$ cat src/rtl/scratchpad_bank_arbiter.sv
// scratchpad_bank_arbiter
//   Crossbar between NUM_REQ OBI-style requesters and NUM_BANKS word-interleaved
//   single-port SRAM banks. Each request decodes to one bank. Per-bank conflicts
//   are resolved in the same cycle, and each bank's read data is routed back to
//   the requester that won it, one cycle later.
//
//   Build option: define SCRATCHPAD_ARB_RR_EN for round-robin arbitration with
//   one rotating pointer per bank. Without it, the lowest requester index wins.
//
// Ports
//   clk_i, rst_i          clock, synchronous active-high reset
//   req_i/we_i [NUM_REQ]  request valid / write enable
//   be_i, addr_i, wdata_i per-requester byte enables, byte address, write data
//   gnt_o      [NUM_REQ]  combinational grant
//   rvalid_o   [NUM_REQ]  response valid, one cycle after the grant
//   rdata_o    [NUM_REQ]  response data (zero while rvalid_o is low)
//   bank_req_o/bank_we_o/bank_be_o/bank_addr_o/bank_wdata_o [NUM_BANKS]
//                         SRAM command per bank
//   bank_rdata_i [NUM_BANKS] SRAM read data, valid the cycle after bank_req_o
module scratchpad_bank_arbiter #(
  parameter int unsigned NUM_REQ         = 4,
  parameter int unsigned NUM_BANKS       = 4,
  parameter int unsigned BANK_ADDR_WIDTH = 13,
  parameter int unsigned DATA_WIDTH      = 32
) (
  input  logic                       clk_i,
  input  logic                       rst_i,
  input  logic [NUM_REQ-1:0]         req_i,
  input  logic [NUM_REQ-1:0]         we_i,
  input  logic [DATA_WIDTH/8-1:0]    be_i         [NUM_REQ],
  input  logic [31:0]                addr_i       [NUM_REQ],
  input  logic [DATA_WIDTH-1:0]      wdata_i      [NUM_REQ],
  output logic [NUM_REQ-1:0]         gnt_o,
  output logic [NUM_REQ-1:0]         rvalid_o,
  output logic [DATA_WIDTH-1:0]      rdata_o      [NUM_REQ],
  output logic [NUM_BANKS-1:0]       bank_req_o,
  output logic [NUM_BANKS-1:0]       bank_we_o,
  output logic [DATA_WIDTH/8-1:0]    bank_be_o    [NUM_BANKS],
  output logic [BANK_ADDR_WIDTH-1:0] bank_addr_o  [NUM_BANKS],
  output logic [DATA_WIDTH-1:0]      bank_wdata_o [NUM_BANKS],
  input  logic [DATA_WIDTH-1:0]      bank_rdata_i [NUM_BANKS]
);

  localparam int unsigned B  = $clog2(NUM_BANKS);
  localparam int unsigned IW = (NUM_REQ > 1) ? $clog2(NUM_REQ) : 1;

  logic [B-1:0]               req_bank [NUM_REQ];
  logic [BANK_ADDR_WIDTH-1:0] req_row  [NUM_REQ];
  logic [NUM_BANKS-1:0]       win_vld;
  logic [IW-1:0]              win_idx  [NUM_BANKS];
  logic [NUM_BANKS-1:0]       resp_vld;
  logic [IW-1:0]              resp_idx [NUM_BANKS];
  // Byte-offset and wrap-around address bits are deliberately ignored.
  logic                       addr_unused;

  always_comb begin
    addr_unused = 1'b0;
    for (int unsigned r = 0; r < NUM_REQ; r++) begin
      req_bank[r] = addr_i[r][2 +: B];
      req_row[r]  = addr_i[r][2+B +: BANK_ADDR_WIDTH];
      addr_unused = addr_unused ^ (^addr_i[r]);
    end
  end

`ifdef SCRATCHPAD_ARB_RR_EN
  logic [IW-1:0] rr_ptr [NUM_BANKS];
`endif

  // Per bank: first candidate found when scanning from the start index upward.
  always_comb begin
    logic [IW-1:0] cand;
    cand = '0;
    for (int unsigned k = 0; k < NUM_BANKS; k++) begin
      win_vld[k] = 1'b0;
      win_idx[k] = '0;
      for (int unsigned i = 0; i < NUM_REQ; i++) begin
`ifdef SCRATCHPAD_ARB_RR_EN
        cand = IW'((32'(rr_ptr[k]) + i) % NUM_REQ);
`else
        cand = IW'(i);
`endif
        if (!win_vld[k] && req_i[cand] && (req_bank[cand] == B'(k))) begin
          win_vld[k] = 1'b1;
          win_idx[k] = cand;
        end
      end
    end
  end

  always_comb begin
    gnt_o      = '0;
    bank_req_o = '0;
    bank_we_o  = '0;
    for (int unsigned k = 0; k < NUM_BANKS; k++) begin
      bank_be_o[k]    = '0;
      bank_addr_o[k]  = '0;
      bank_wdata_o[k] = '0;
      if (win_vld[k] && !rst_i) begin
        bank_req_o[k]        = 1'b1;
        bank_we_o[k]         = we_i[win_idx[k]];
        bank_be_o[k]         = be_i[win_idx[k]];
        bank_addr_o[k]       = req_row[win_idx[k]];
        bank_wdata_o[k]      = wdata_i[win_idx[k]];
        gnt_o[win_idx[k]]    = 1'b1;
      end
    end
  end

`ifdef SCRATCHPAD_ARB_RR_EN
  always_ff @(posedge clk_i) begin
    if (rst_i) begin
      for (int unsigned k = 0; k < NUM_BANKS; k++) rr_ptr[k] <= '0;
    end else begin
      for (int unsigned k = 0; k < NUM_BANKS; k++) begin
        if (bank_req_o[k]) rr_ptr[k] <= IW'((32'(win_idx[k]) + 1) % NUM_REQ);
      end
    end
  end
`endif

  always_ff @(posedge clk_i) begin
    if (rst_i) begin
      resp_vld <= '0;
      for (int unsigned k = 0; k < NUM_BANKS; k++) resp_idx[k] <= '0;
    end else begin
      resp_vld <= bank_req_o;
      for (int unsigned k = 0; k < NUM_BANKS; k++) resp_idx[k] <= win_idx[k];
    end
  end

  // A requester wins at most one bank, so at most one bank routes to each port.
  always_comb begin
    rvalid_o = '0;
    for (int unsigned r = 0; r < NUM_REQ; r++) rdata_o[r] = '0;
    for (int unsigned k = 0; k < NUM_BANKS; k++) begin
      if (resp_vld[k]) begin
        rvalid_o[resp_idx[k]] = 1'b1;
        rdata_o[resp_idx[k]]  = bank_rdata_i[k];
      end
    end
  end

endmodule

$ cat config.mk
export PLATFORM = sky130hd
export DESIGN_NAME = scratchpad_bank_arbiter
export DESIGN_NICKNAME = d
export VERILOG_FILES = /design/src/rtl/scratchpad_bank_arbiter.sv
export SDC_FILE = /design/constraint.sdc
export NUM_CORES = 1
export LEC_CHECK = 0
export ABC_AREA = 1
export CAP_MARGIN = 40
export CORE_AREA = 2 2 293 295
export CTS_BUF_LIST = sky130_fd_sc_hd__clkbuf_16
export DETAILED_ROUTE_END_ITERATION = 12
export DIE_AREA = 0 0 295 297
export DONT_BUFFER_PORTS = 1
export GPL_TIMING_DRIVEN = 0
export PLACE_DENSITY_LB_ADDON = 0.2
export SLEW_MARGIN = 20
export SYNTH_ARGS = -nofsm -noshare
export SYNTH_HDL_FRONTEND = slang
export SYNTH_SLANG_ARGS = --single-unit
$ cat constraint.sdc
create_clock -name clk_i -period 3.03 [get_ports clk_i]
set_input_delay 0.606 -clock clk_i [delete_from_list [all_inputs] [get_ports clk_i]]
set_output_delay 0.606 -clock clk_i [all_outputs]
set_load 0.03 [all_outputs]
==> results.sh, run 1 <==
export IMPL_synth_largest_area_cell="nand2_1"
export IMPL_setup_viol=0
export IMPL_hpwl_um=96900
export IMPL_relSlewSlack=0.3890
export IMPL_grt_pass1_wl_um=159500
export IMPL_overflow=0
export IMPL_tritoncts="built"
export IMPL_finish_utilization=0.1854
export IMPL_dr_total_vias=20081
export IMPL_clk_pin_slew_ns=0.04
export IMPL_drt_pass1_iterations=5
export IMPL_final_cell_area_um2=15660
export IMPL_die_h_um=297
export IMPL_cts_buffers_inserted=3
export IMPL_timing_final_ws_setup_ns=0.005452
export IMPL_die_area_um2=87620
export IMPL_min_period_ns=3.025
export IMPL_wl_per_cell_um=30.14
export IMPL_initial_core_util=0.1411
export IMPL_area_delta_synth_final_pct=31.36
export IMPL_fin_hold_ws_ns=0.7844
export IMPL_grt_use_total=0.2567
export IMPL_min_path_type="input port to flip-flop"
export IMPL_avgSynthCellArea_um2=4.423
export IMPL_ys_top_cells_by_area="nand2_1, nor2_1, nand3_1"
export IMPL_slew_violations=0
export IMPL_crit_type="input port to primary output"
export IMPL_cts_sinks=12
export IMPL_register_area_um2=240.2
export IMPL_ys_seq_area_frac=0.02015
export IMPL_hold_start="req_i[3]"
export IMPL_hold_viol=0
export IMPL_power_density_nw_per_um2=210.4
export IMPL_ys_warn_count=0
export IMPL_fillers=10211
export IMPL_timing_fmax_ghz=0.3306
export IMPL_status="complete, no violations"
export IMPL_grtUsageMet3=0.07487
export IMPL_worst_pin_slew_ns=0.9166
export IMPL_min_period_over_period=0.9982
export IMPL_rsz0062_at_grt="true"
export IMPL_cts_root_buffer_cell="clkbuf_16"
export IMPL_cp_end_kind="primary output"
export IMPL_cp_start_kind="input port"
export IMPL_cp_required_ns=2.42
export IMPL_drive_above_1_share=0.1871
export IMPL_place_ws_ns=-1.141
export IMPL_multi_input_comb_area_um2=10950
export IMPL_path_max_fanout=10
export IMPL_setup_tns_final_ns=0
export IMPL_avgViaCountPerCell=5.093
export IMPL_boundaryPins=750
export IMPL_fp_dieW_um=295
export IMPL_synth_cell_types=25
export IMPL_fin_nets=3201
export IMPL_startpoint="addr_i[35]"
export IMPL_top_usage_layer="met2"
export IMPL_finalWeightedCongestion=0.9722
export IMPL_synth_area_um2=11920
export IMPL_portBuffers=0
export IMPL_ctsHoldBuffers=0
export IMPL_post_route_drc_count=0
export IMPL_cts_max_level=1
export IMPL_coreArea_um2=84480
export IMPL_p_leak_nw=6.569
export IMPL_min_to="resp_vld[3]$_SDFF_PP0_"
export IMPL_drtIter0Drc=1799
export IMPL_synth_top_area_share=0.2132
export IMPL_syn_nets=3105
export IMPL_ys_ff_latch=12
export IMPL_cts_max_path_buffers=2
export IMPL_hold_depth=2
export IMPL_antenna_found_initial=9
export IMPL_vdd_drop_max_v=0.0001069
export IMPL_grt_use_met2=0.4452
export IMPL_wl_um=118900
export IMPL_placed_area_um2=13950
export IMPL_drv_cap=0
export IMPL_grt_max_degree=11
export IMPL_syn_inst=2695
export IMPL_grt_pass1_vias=19200
export IMPL_row_count=107
export IMPL_critPathArrivalTime_ns=2.42
export IMPL_grt_met1_usage=0.2747
export IMPL_ant_nets=0
==> cell type report <==
cell class	count	area share
diodes	9	0.001438
plain buffers	212	0.06544
clock buffers	3	0.004794
clock inverters	1	0.0002397
inverters	305	0.07311
multi-input cells	2164	0.6990
flip-flops and latches	12	0.01534
well taps	1144	0.09141
repair buffers	93	0.04922
==> cells in the mapped netlist <==
master     instances
o2111ai_1          1
a21oi_4            1
nand2_1          677
nor3_2             7
nand3b_1           2
inv_2              7
buf_1              6
nand4_1          153
a21oi_2            1
nor2_2             4
nor2_1           526
nor3_1             3
o21ai_1           25
clkbuf_1         136
a21oi_1          245
nand3_1          376
buf_2             72
o21ai_0          104
nand3_2            2
inv_1            298
o211ai_1           2
dfxtp_1           12
a31oi_1           33
or2_2              1
or3b_2             1
==> critical path: stages <==
cell	delay [ns]
nand2_1	0.07
nor2_2	0.15
inv_1	0.09
nor2_4	0.27
clkbuf_1	0.70
a21oi_1	0.17
nand3_1	0.21
nor2_2	0.12
==> cell usage in the layout, fill, tap and decap left out, types with 6 or more instances in the layout <==
master	instances
a31oi_2	18
buf_2	85
a21oi_2	28
nand3_1	368
diode_2	9
a31oi_4	9
dfxtp_1	12
o21ai_1	24
clkbuf_4	10
nor2_2	146
clkbuf_2	51
a31oi_1	6
buf_4	40
inv_1	298
buf_6	25
inv_2	7
nor2_4	59
nand3_2	7
clkbuf_1	82
nand4_1	153
nand2_1	673
o21ai_2	7
nor2_1	325
o21ai_0	98
a21oi_1	217
==> flip-flops by register name (all words and copies together) (netlist names) <==
| register | flops |
|---|---|
| resp_vld | 4 |
| resp_idx | 8 |
==> per-stage QoR <==
| stage | total power, mW | std cells |
|---|---|---|
| detailed placement | 2.750 | 3913 |
| finish | 3.295 | 3943 |
| global route | 3.464 | 3941 |
| global placement | 2.669 | 3839 |
| floorplan | 1.863 | 2695 |
| CTS | 3.172 | 3930 |
==> timing repair <==
action	in CTS	in global routing
resized for setup	281	186
buffers inserted	13	4
cloned	0	0
pin swaps	6	8
endpoints found under the setup margin	297	302
==> per-layer routing <==
layer  wire, um  vias to the layer above  share of wire
met5         19                        -        0.00016
met4       8045                        4          0.068
met3      12340                      327           0.10
met2      56630                     1291           0.48
met1      41830                     9510           0.35
li1           -                     8949              -
==> kinds of logic (layout without fill, tap and decap cells) <==
family          Yosys count  count (layout)  synth area share
buf+inv                 519             614            0.1710
compound gates          412             412            0.1784
simple gates           1752            1752            0.6304
other cells               0               9                 0
flops                    12              12           0.02015
==> worst max path at each step <==
stage	depth (start not counted)	slack, ns	endpoint
after global routing	9	-0.008	rdata_o[123]
after detailed placement	7	-1.14	bank_addr_o[18]
after global placement	7	-1.78	bank_addr_o[22]
after floorplan	7	0.45	bank_addr_o[14]
final	8	0.005	bank_wdata_o[25]
after CTS	7	-0.14	rdata_o[34]
==> power breakdown <==
| part | switching, mW | internal [mW] |
|---|---|---|
| combinational | 2.25 | 0.623 |
| clock | 0.0690 | 0.174 |
| sequential | 0.00979 | 0.167 |
(Power assumes the default switching activity.)
==> run 2, diff against run 1 <==
--- a/config.mk
+++ b/config.mk
@@ -7,10 +7,10 @@
 export LEC_CHECK = 0
 export ABC_AREA = 1
 export CAP_MARGIN = 40
-export CORE_AREA = 2 2 293 295
+export CORE_AREA = 2 2 289 291
 export CTS_BUF_LIST = sky130_fd_sc_hd__clkbuf_16
 export DETAILED_ROUTE_END_ITERATION = 12
-export DIE_AREA = 0 0 295 297
+export DIE_AREA = 0 0 291 293
 export DONT_BUFFER_PORTS = 1
 export GPL_TIMING_DRIVEN = 0
 export PLACE_DENSITY_LB_ADDON = 0.2
==> constraint.sdc (replaced) <==
create_clock -name clk_i -period 3.25 [get_ports clk_i]
set_input_delay 0.65 -clock clk_i [delete_from_list [all_inputs] [get_ports clk_i]]
set_output_delay 0.65 -clock clk_i [all_outputs]
set_load 0.03 [all_outputs]
==> run 2 against run 1 <==
Against the previous run: die area down 2.7%; sequential power down 7%; sequential cell count unchanged; worst setup slack worse by 0.0094 ns; via count up 1.2%; power down 9.1%; routed wire length up 0.28%; non-clock buffer count down 5; cell area down 4.1%; the flow now finishes with violations (negative setup slack); largest power group unchanged; clock-buffer cell count unchanged; combinational power down 9.4%.
==> results.sh, run 2 (synthesis results as in run 1) <==
export IMPL_status="complete, but fails checks"
export IMPL_violations="negative setup slack"
export IMPL_timing_final_ws_setup_ns=-0.003932
export IMPL_min_period_ns=3.254
export IMPL_hpwl_um=96100
export IMPL_path_max_fanout=10
export IMPL_hold_start="req_i[3]"
export IMPL_setup_viol=1
export IMPL_met2_wirelength_um=55260
export IMPL_initial_core_util=0.1456
export IMPL_antenna_found_initial=7
export IMPL_grt_max_degree=11
export IMPL_min_period_over_period=1.001
export IMPL_cts_buffers_inserted=3
export IMPL_tritoncts="built"
export IMPL_finalWeightedCongestion=0.9791
export IMPL_layout_commonest_cell="nand2_1"
export IMPL_relSlewSlack=0.3605
export IMPL_placed_area_um2=13910
export IMPL_drive_above_1_share=0.1559
export IMPL_cts_root_buffer_cell="clkbuf_16"
export IMPL_layout_common_cells="nand2_1, nand3_1, nor2_1"
export IMPL_fp_dieW_um=291
export IMPL_portBuffers=0
export IMPL_fin_nets=3196
export IMPL_register_area_um2=240.2
export IMPL_p_leak_nw=6.393
export IMPL_avgViaCountPerCell=5.257
export IMPL_grt_use_total=0.2636
export IMPL_cp_end_kind="primary output"
export IMPL_wl_met1_um=42130
export IMPL_dr_total_vias=20314
export IMPL_crit_type="flip-flop to primary output"
export IMPL_final_cell_area_um2=15020
export IMPL_worst_pin_slew_ns=0.9592
export IMPL_fillers=10023
export IMPL_cts_max_path_buffers=2
export IMPL_die_h_um=293
export IMPL_grt_pass1_wl_um=160000
export IMPL_drv_cap=0
export IMPL_clk_pin_slew_ns=0.04
export IMPL_fin_hold_ws_ns=0.8446
export IMPL_top_layer="met5"
export IMPL_ctsHoldBuffers=0
export IMPL_row_count=105
export IMPL_die_area_um2=85260
export IMPL_hold_viol=0
export IMPL_drtIter0Drc=2155
export IMPL_startpoint="resp_idx[3][0]$_SDFF_PP0_"
export IMPL_slew_violations=0
export IMPL_ant_nets=0
export IMPL_multi_input_comb_area_um2=10490
export IMPL_wl_um=119200
export IMPL_post_route_drc_count=0
export IMPL_critPathArrivalTime_ns=2.60
export IMPL_cts_max_level=1
export IMPL_area_delta_synth_final_pct=26.01
export IMPL_place_ws_ns=-0.8707
export IMPL_rsz0062_at_grt="true"
export IMPL_overflow=0
export IMPL_cts_sinks=12
export IMPL_boundaryPins=750
export IMPL_vdd_drop_max_v=0.0001236
export IMPL_timing_fmax_ghz=0.3073
export IMPL_cp_start_kind="flip-flop"
export IMPL_cp_required_ns=2.60
export IMPL_wl_per_cell_um=30.85
export IMPL_min_path_type="input port to flip-flop"
export IMPL_drt_pass1_iterations=6
export IMPL_setup_tns_final_ns=-0.003932
export IMPL_dr_wl_met3_um=12450
export IMPL_p_total_mw=2.995
export IMPL_coreArea_um2=81850
export IMPL_grt_pass1_vias=19233
export IMPL_largest_register_ff_count=8
export IMPL_top_register="resp_idx"
export IMPL_reg_top3="resp_idx: 8 flops, resp_vld: 4 flops"
export IMPL_power_density_nw_per_um2=199.4
-- run 2: cell count changes in the layout (fill, tap and decap cells not counted), sizes merged --
cell	delta
clkinv	-1
diode	+1
buf	-6
clkbuf	+1
-- run 2: power breakdown --
| part | leakage (nW) | switching (mW) | internal, mW |
|---|---|---|---|
| combinational | 6.26 | 2.07 | 0.547 |
| clock | 0.0370 | 0.0567 | 0.160 |
| sequential | 0.0986 | 0.00793 | 0.156 |
-- run 2: layout make-up --
cell class,instances,share of cell area
Buffer,214,0.06456
Tap cell,1070,0.08913
Multi-Input combinational cell,2164,0.6985
Timing Repair Buffer,86,0.04898
Inverter,305,0.07622
Clock buffer,3,0.004998
Sequential cell,12,0.01599
Antenna cell,10,0.001666
-- run 2: repair_timing --
action | 4_1_cts | 5_1_grt
endpoints found under the setup margin | 206 | 228
gates resized for setup | 185 | 121
pin swaps | 1 | 5
buffers inserted | 3 | 4
-- run 2: critical path, stage by stage (launching register included) --
cell	delay (ns)
dfxtp_1	0.36
inv_1	0.08
nand3_1	0.10
buf_2	0.27
buf_1	0.66
o21ai_0	0.22
a31oi_1	0.67
-- run 2: worst paths after layout --
| check | endpoint | slack, ns | cells after the start |
|---|---|---|---|
| max | rdata_o[33] | -0.004 | 6 |
| min | resp_vld[3]$_SDFF_PP0_ | 0.84 | 2 |
-- run 2: per-layer routing --
metal / global-route usage / vias to the layer above
li1: - / 8945
met1: 0.2848 / 9522
met2: 0.4481 / 1457
met3: 0.07897 / 388
met4: 0.1730 / 2
met5: 0 / -
-- run 2: through the flow --
step	std cells	utilization
floorplan	2695	-
finish	3864	0.1835
detailed placement	3842	0.1700
global route	3859	0.1834
CTS	3848	0.1776
global placement	3765	0.1620
==> run 3, diff against run 2 <==
--- a/config.mk
+++ b/config.mk
@@ -7,10 +7,10 @@
 export LEC_CHECK = 0
 export ABC_AREA = 1
 export CAP_MARGIN = 40
-export CORE_AREA = 2 2 289 291
+export CORE_AREA = 2 2 288 290
 export CTS_BUF_LIST = sky130_fd_sc_hd__clkbuf_16
 export DETAILED_ROUTE_END_ITERATION = 12
-export DIE_AREA = 0 0 291 293
+export DIE_AREA = 0 0 290 292
 export DONT_BUFFER_PORTS = 1
 export GPL_TIMING_DRIVEN = 0
 export PLACE_DENSITY_LB_ADDON = 0.2
==> constraint.sdc (replaced) <==
create_clock -name clk_i -period 2.65 [get_ports clk_i]
set_input_delay 0.53 -clock clk_i [delete_from_list [all_inputs] [get_ports clk_i]]
set_output_delay 0.53 -clock clk_i [all_outputs]
set_load 0.03 [all_outputs]
==> run 3 against run 2 <==
Against the previous run: the run now ends clean; die area down 0.68%; critical path depth is 3 higher; combinational power increased by 36%; worst setup slack better by 0.015 ns; cell area grew 13%; core utilization rose by 2.4 points; clock-buffer cell count unchanged; first-iteration DRC count down 9.4%.
==> results.sh, run 3 (synthesis results as in run 1) <==
export IMPL_antenna_found_initial=12
export IMPL_clk_pin_slew_ns=0.04
export IMPL_fillers=9788
export IMPL_grt_use_total=0.2646
export IMPL_p_leak_nw=6.989
export IMPL_min_to="resp_vld[1]$_SDFF_PP0_"
export IMPL_hold_viol=0
export IMPL_top_register="resp_idx"
export IMPL_place_ws_ns=-1.025
export IMPL_critPathArrivalTime_ns=2.11
export IMPL_overflow=0
export IMPL_coreArea_um2=81580
export IMPL_layout_commonest_cell="nand2_1"
export IMPL_wl_um=118600
export IMPL_grt_pass1_wl_um=160100
export IMPL_boundaryPins=750
export IMPL_hpwl_um=94990
export IMPL_crit_chain="nand2_1 > nor2_4 > buf_4 > nor3_2 > nor2_4 > buf_12 > buf_4 > nand3_1 > nor2_4"
export IMPL_fin_nets=3214
export IMPL_avgViaCountPerCell=5.286
export IMPL_layout_common_cells="nand2_1, nand3_1, nor2_1"
export IMPL_timing_fmax_ghz=0.3790
export IMPL_wl_per_cell_um=30.56
export IMPL_hold_depth=2
export IMPL_path_max_fanout=10
export IMPL_power_density_nw_per_um2=237.4
export IMPL_die_h_um=292
export IMPL_cts_max_level=1
export IMPL_fin_cells=3882
export IMPL_die_area_um2=84680
export IMPL_min_period_ns=2.639
export IMPL_slew_violations=0
export IMPL_rsz0062_at_grt="true"
export IMPL_row_count=105
export IMPL_initial_core_util=0.1461
export IMPL_drt_pass1_iterations=6
export IMPL_cts_root_buffer_cell="clkbuf_16"
export IMPL_status="complete, no violations"
export IMPL_tritoncts="built"
export IMPL_clkPwrFrac=0.067
export IMPL_netSwitchingFraction=0.6964
export IMPL_power_switching_mw=2.795
export IMPL_finish_utilization=0.2073
export IMPL_slowest_stage="nor2_4"
export IMPL_relSlewSlack=0.3704
export IMPL_min_path_type="input port to flip-flop"
export IMPL_power_frac_comb=0.882
export IMPL_drive_above_1_share=0.2290
export IMPL_grt_max_degree=11
export IMPL_fp_dieW_um=290
export IMPL_p_seq_frac=0.051
export IMPL_setup_viol=0
export IMPL_cts_sinks=12
export IMPL_drtIter0Drc=1953
export IMPL_timing_final_ws_setup_ns=0.01148
export IMPL_final_cell_area_um2=16910
export IMPL_cp_end_kind="primary output"
export IMPL_worst_pin_slew_ns=0.9444
export IMPL_min_period_over_period=0.9957
export IMPL_post_route_drc_count=0
export IMPL_placed_area_um2=13840
export IMPL_dr_total_vias=20521
export IMPL_cpMostUsedCell="nor2_4"
export IMPL_cts_max_path_buffers=2
export IMPL_drv_cap=0
export IMPL_ant_nets=0
export IMPL_place_inst=3837
export IMPL_intPower_mw=1.219
export IMPL_hold_start="req_i[3]"
export IMPL_vdd_drop_max_v=0.0001185
export IMPL_cts_buffers_inserted=3
export IMPL_cp_start_kind="input port"
export IMPL_largest_register_ff_count=8
export IMPL_reg_top3="resp_idx: 8 flops, resp_vld: 4 flops"
export IMPL_crit_type="input port to primary output"
export IMPL_cp_required_ns=2.12
export IMPL_portBuffers=0
export IMPL_p_total_mw=4.014
export IMPL_grt_pass1_vias=19525
export IMPL_worst_path_largest_cell_delay_ns=0.29
export IMPL_area_delta_synth_final_pct=41.86
export IMPL_finalWeightedCongestion=1.015
-- run 3: changes by cell type in the layout (fill, tap and decap cells not counted), moves of 24 or more --
| cell | before | now |
|---|---|---|
| a21oi_4 | 2 | 26 |
| nor2_4 | 21 | 159 |
| nor2_1 | 356 | 314 |
| clkbuf_1 | 120 | 25 |
| buf_4 | 31 | 71 |
| nor2_2 | 153 | 57 |
| clkbuf_2 | 15 | 80 |
-- run 3: timing repair --
action,in CTS,in global routing
buffers inserted,17,14
pin swaps,18,19
setup endpoints to repair,335,264
hold buffers,0,0
resized for setup,591,204
-- run 3: per-layer routing --
layer  up-vias  global-route usage  wire length [um]
met5         -                   0                23
met4         4              0.1785              9572
met3       433             0.08616             13040
met2      1439              0.4553             55810
met1      9657              0.2754             40190
li1       8988                   -                 -
-- run 3: how the worst max path moves through the flow --
stage,start,end,cells after the start
floorplan,addr_i[3],bank_addr_o[14],7
global placement,addr_i[3],bank_addr_o[22],7
detailed placement,addr_i[3],bank_addr_o[17],8
CTS,addr_i[3],bank_addr_o[22],10
global route,resp_vld[1]$_SDFF_PP0_,rdata_o[34],7
finish,addr_i[3],bank_wdata_o[57],9
-- run 3: area by class of cell --
cell class                 instances  area, um^2  share of cell area
clock inverter                     1       3.754           0.0002220
sequential                        12       241.5             0.01428
clock buffer                       3       75.07            0.004440
multi-input combinational       2164       11910              0.7045
timing repair buffer             104       905.9             0.05357
inverter                         305        1145             0.06770
buffer                           214        1264             0.07473
tap                             1070        1339             0.07917
antenna                            9       22.52            0.001332
-- run 3: power by group through the flow --
| stage | registers (mW) | logic [mW] | clock network, mW |
|---|---|---|---|
| floorplan | 0.201 | 1.93 | 0 |
| global placement | 0.204 | 2.83 | 0 |
| global route | 0.207 | 3.69 | 0.279 |
| finish | 0.205 | 3.54 | 0.268 |
| detailed placement | 0.204 | 2.92 | 0 |
| CTS | 0.204 | 3.32 | 0.275 |
-- run 3: metrics by stage --
step                      setup TNS (ns)  hold slack [ns]
after global placement           -171.24           0.9426
final                                  0           0.6328
after global routing             -0.1353           0.6705
after detailed placement         -130.12           0.9375
after floorplan                        0           0.7540
after CTS                       -0.07435           0.7073
-- run 3: critical path, delay by kind of cell --
| family | cells | cell delay, ns |
|---|---|---|
| buf+inv | 3 | 0.60 |
| simple gates | 6 | 0.95 |
